$ cat src/rtl/irq_controller.sv
// Four-source interrupt controller: two sticky MMU faults and two maskable level
// requests, fixed priority, with a REQ/ack/SERVICE/eoi handshake toward the CPU.
module irq_controller (
    input  logic       clk,
    input  logic       reset_n,
    input  logic       prot_fault,
    input  logic       page_fault,
    input  logic       uart_irq,
    input  logic       timer_irq,
    input  logic       mask_we,
    input  logic [1:0] mask_wdata,
    input  logic       irq_ack,
    input  logic       irq_eoi,
    output logic       intr,
    output logic [2:0] irq_nr,
    output logic       in_service,
    output logic [1:0] mask_q,
    output logic [3:0] pending
);

    localparam logic [1:0] ST_IDLE    = 2'd0;
    localparam logic [1:0] ST_REQ     = 2'd1;
    localparam logic [1:0] ST_SERVICE = 2'd2;

    logic [1:0] state_r;
    logic [1:0] fault_pend_r;   // bit0 prot, bit1 page
    logic [1:0] samp_r;         // bit0 uart, bit1 timer
    logic [1:0] elig_r;         // bit0 uart, bit1 timer

    logic [1:0] state_s;
    logic       intr_s;
    logic [2:0] irq_nr_s;
    logic       in_service_s;
    logic [1:0] fault_clr_s;
    logic [2:0] sel_s;

    // Lowest set bit wins; result is the 1-based source number, 0 when idle.
    function automatic logic [2:0] prio_encode(input logic [3:0] req);
        logic [2:0] nr;
        if (req[0]) begin
            nr = 3'd1;
        end else if (req[1]) begin
            nr = 3'd2;
        end else if (req[2]) begin
            nr = 3'd3;
        end else if (req[3]) begin
            nr = 3'd4;
        end else begin
            nr = 3'd0;
        end
        return nr;
    endfunction

    assign pending = {elig_r, fault_pend_r};
    assign sel_s   = prio_encode(pending);

    // Next-state and output decode for the request/service handshake.
    always_comb begin
        state_s      = state_r;
        intr_s       = intr;
        irq_nr_s     = irq_nr;
        in_service_s = in_service;
        fault_clr_s  = 2'b00;
        case (state_r)
            ST_IDLE: begin
                in_service_s = 1'b0;
                if (sel_s != 3'd0) begin
                    state_s  = ST_REQ;
                    intr_s   = 1'b1;
                    irq_nr_s = sel_s;
                end else begin
                    intr_s   = 1'b0;
                    irq_nr_s = 3'd0;
                end
            end
            ST_REQ: begin
                if (irq_ack) begin
                    // The number already shown to the CPU is what gets serviced.
                    state_s      = ST_SERVICE;
                    intr_s       = 1'b0;
                    in_service_s = 1'b1;
                    if (irq_nr == 3'd1) begin
                        fault_clr_s = 2'b01;
                    end else if (irq_nr == 3'd2) begin
                        fault_clr_s = 2'b10;
                    end else begin
                        fault_clr_s = 2'b00;
                    end
                end else if (sel_s != 3'd0) begin
                    intr_s   = 1'b1;
                    irq_nr_s = sel_s;
                end else begin
                    state_s  = ST_IDLE;
                    intr_s   = 1'b0;
                    irq_nr_s = 3'd0;
                end
            end
            ST_SERVICE: begin
                intr_s = 1'b0;
                if (irq_eoi) begin
                    state_s      = ST_IDLE;
                    irq_nr_s     = 3'd0;
                    in_service_s = 1'b0;
                end else begin
                    in_service_s = 1'b1;
                end
            end
            default: begin
                state_s      = ST_IDLE;
                intr_s       = 1'b0;
                irq_nr_s     = 3'd0;
                in_service_s = 1'b0;
            end
        endcase
    end

    // State, outputs, fault latches, level sampling and mask register.
    always_ff @(posedge clk) begin
        if (!reset_n) begin
            state_r      <= ST_IDLE;
            intr         <= 1'b0;
            irq_nr       <= 3'd0;
            in_service   <= 1'b0;
            mask_q       <= 2'b11;
            fault_pend_r <= 2'b00;
            samp_r       <= 2'b00;
            elig_r       <= 2'b00;
        end else begin
            state_r      <= state_s;
            intr         <= intr_s;
            irq_nr       <= irq_nr_s;
            in_service   <= in_service_s;
            // A fault pulse coinciding with its own ack re-sets the latch.
            fault_pend_r <= (fault_pend_r & ~fault_clr_s) | {page_fault, prot_fault};
            samp_r       <= {timer_irq, uart_irq};
            // Eligibility is registered, so a level reaches intr two edges after sampling.
            elig_r       <= samp_r & ~mask_q;
            if (mask_we) begin
                mask_q <= mask_wdata;
            end else begin
                mask_q <= mask_q;
            end
        end
    end

endmodule

$ cat config.mk
export PLATFORM = sky130hd
export DESIGN_NAME = irq_controller
export DESIGN_NICKNAME = d
export VERILOG_FILES = /design/src/rtl/irq_controller.sv
export SDC_FILE = /design/constraint.sdc
export NUM_CORES = 1
export LEC_CHECK = 0
export BUFFER_PORTS_ARGS = -buffer_cell sky130_fd_sc_hd__buf_4
export CAP_MARGIN = 10
export CORE_ASPECT_RATIO = 1.5
export CORE_MARGIN = 1.5
export CORE_UTILIZATION = 30
export CTS_CLUSTER_DIAMETER = 30
export DETAILED_ROUTE_END_ITERATION = 16
export MAX_ROUTING_LAYER = met4
export RECOVER_POWER = 25
export SLEW_MARGIN = 20
export SYNTH_ARGS = -nofsm -noshare
export SYNTH_HDL_FRONTEND = slang
export SYNTH_SLANG_ARGS = --single-unit
$ cat constraint.sdc
create_clock -name clk -period 1.7 [get_ports clk]
set_input_delay 0.085 -clock clk [delete_from_list [all_inputs] [get_ports clk]]
set_output_delay 0.085 -clock clk [all_outputs]
set_load 0.02 [all_outputs]
==> results.md <==
- I/O Pins: 22
- Core Region: 2180 sq um
- Std cell rows: 21
- Max Cap Violations: 0
- Setup Buffers After CTS: 0
- Startpoint Class: register
- Min-Delay Path Class: in -> reg
- Path type of the worst setup path: reg -> reg
- Synth Area per Inst: 9.49 sq um
- Post-DP HPWL: 1070 microns
- Cts hold-fix bufs: 0
- Largest net degree at the start of global routing: 18
- Worst R2R Start: state_r[1]
- Syn_nets: 87
- Sequential fraction of the synthesis area: 0.440
- Fill count: 221
- Cell Area, Synth: 683 sq um
- Total CTS buffers: 3
- DRT Pass-1 Iters: 4
- Synth Instances: 72
- Fmax achieved: 645 MHz
- CTS clk-pin slew, worst paths: 90 ps
- Avg WL per Cell: 11.0 microns
- VDD IR max: 418 uV
- Final hold vios: 0
- Netlist cell types: 24
- GR Util All Layers: 0.120
- CTS max path bufs: 2
- Cell count after placement: 115
- Status: completed
- Final max-slew violation count: 0
- Count of buffers from port buffering: 21
- CTS resizes: 0
- Sinks on Clock Net: 15
- Critical Path Source: state_r[1]
- Drt initial violations: 12
- Initial antenna violation count: 0
- Worst clock skew: 7.88 ps
- Diodes inserted: 0
- # setup viols final: 0
- Pwr dens: 949 nW/um^2
- Setup_tns: 0 ps
- Min Hold Slack: 14.1 ps
- Crit path to: fault_pend_r[0]
- Worst-Margin Slew: 603 ps
- GPL Wtd Cong: 0.665
- Global-route wire length before repair: 2180 microns
- Die width: 42.0 microns
- Vias in the first global route: 527
- Post-DRT Antenna Nets: 0
- Reg2reg setup slack: 150 ps
- Initial Util: 0.313
- Crit path max fanout: 6
- Share of layout cells above drive strength 1: 0.302
- Worst Setup End Kind: register
- Yosys warns: 0
- Multi-input logic area: 368 sq um
- Final cell count without fillers: 119
- Gr ovfl total: 0
- Clk_lat worst skew: 280 ps
- Layout area overhead: 30.2%
- DR vias: 565
- Yosys reg bits: 15
- RSZ-0062 raised after global routing: no
- H-tree depth: 1
- Die height: 61.4 microns
- CTS tree: done
- Nets: 112
- Worst reg2reg endpoint: fault_pend_r[0]
- Static leakage: 0.392 nW
- Remaining DRCs: 0
- Clock root cell: clkbuf_4
- Routed wire length: 1310 microns
- Worst EP arrival: 1730 ps
- Rel. slew slack: 0.598
- FF+latch area: 300 sq um
- Fin crit share: 0.912
- DR vias/cell: 4.75
- Die area: 2580 sq um
- Reg2Reg Depth: 6
- Final critical-path required period: 1550 ps
- WP data required: 1880 ps
[cell families after synthesis]
group	Yosys count	synth area share
mux	5	0.0733
buf+inv	4	0.0220
flops	15	0.440
compound gates	11	0.106
simple gates	33	0.286
fa+ha+maj	4	0.0733
[layout make-up]
cell class | count | area share
Sequential cell | 15 | 0.338
Clock buffer | 3 | 0.0253
Timing Repair Buffer | 21 | 0.173
Clock inverter | 1 | 0.00563
Tap cell | 23 | 0.0323
Multi-Input combinational cell | 53 | 0.414
Inverter | 3 | 0.0127
[worst min path at each step]
| stage | depth (start not counted) | from | endpoint |
|---|---|---|---|
| 6_report | 3 | mask_wdata[1] | mask_q[1] |
| 5_1_grt | 2 | uart_irq | samp_r[0] |
| 4_1_cts | 3 | mask_wdata[1] | mask_q[1] |
| 3_5_place_dp | 2 | timer_irq | samp_r[1] |
| 3_3_place_gp | 2 | timer_irq | samp_r[1] |
| 2_1_floorplan | 1 | uart_irq | samp_r[0] |
[metrics by stage]
| stage | total power, mW | worst slack [ps] | util | area, sq um |
|---|---|---|---|---|
| after detailed placement | 0.662 | 161 | 0.397 | 866 |
| after global placement | 0.657 | 173 | 0.397 | 866 |
| after global routing | 0.906 | 18.0 | 0.408 | 890 |
| after CTS | 0.862 | 153 | 0.410 | 893 |
| after floorplan | 0.580 | 266 | - | 683 |
| final | 0.844 | 149 | 0.408 | 890 |
[cell usage in the layout, fill, tap and decap left out]
cell	Yosys	routed
nor2b_1	6	6
buf_4	0	20
a22oi_1	1	1
inv_1	3	3
o211a_1	1	1
a21oi_1	3	3
and2_1	2	1
clkbuf_1	1	1
clkinv_2	0	1
and2b_2	1	1
ha_1	4	4
mux2i_1	5	5
nand2_1	9	9
and2_0	0	1
nand3_1	1	1
nand2_2	1	1
o21ai_0	3	3
clkbuf_4	0	3
nand2b_1	2	2
a32oi_1	1	1
a21boi_0	1	1
a21oi_2	1	1
dfxtp_1	15	15
nor3_1	1	1
and2b_4	1	1
nor2_1	6	6
or4b_1	2	2
nor4_4	1	1
[registers in the layout, summed over array words and instances, names as in the netlist]
register,flops
state_r,2
in_service,1
irq_nr,3
elig_r,2
samp_r,2
intr,1
fault_pend_r,2
mask_q,2
[power by group]
part	internal, mW	switching, mW	leakage [nW]
sequential	0.381	0.0226	0.123
combinational	0.121	0.125	0.251
clock	0.0872	0.108	0.0177
[critical path: stages (launching register included)]
cell and delay [ps]:
dfxtp_1 330, inv_1 90, ha_1 250, nand2_2 100, or4b_1 480, a21oi_1 150, nor2b_1 60
[metal layers]
layer  share of wire  wire [microns]  vias to the layer above  global-route usage
li1                -               -                      294                   -
met3           0.058              76                        2              0.0323
met5               0               0                        -                   -
met1            0.39             505                      253               0.113
met4           0.015              20                        0              0.0829
met2            0.54             708                       16               0.214
[cells in the mapped netlist, drive strengths merged]
cell type | instances | area share
a21oi | 4 | 0.035
inv | 3 | 0.016
mux2i | 5 | 0.073
ha | 4 | 0.073
o211a | 1 | 0.015
or4b | 2 | 0.029
nand2 | 10 | 0.059
nor2b | 6 | 0.055
and2b | 2 | 0.027
nor4 | 1 | 0.031
a32oi | 1 | 0.013
and2 | 2 | 0.018
dfxtp | 15 | 0.44
a22oi | 1 | 0.011
nand3 | 1 | 0.0073
clkbuf | 1 | 0.0055
a21boi | 1 | 0.011
nand2b | 2 | 0.018
nor3 | 1 | 0.0073
nor2 | 6 | 0.033
o21ai | 3 | 0.022
Note: power is estimated with default switching activity, not from simulation.
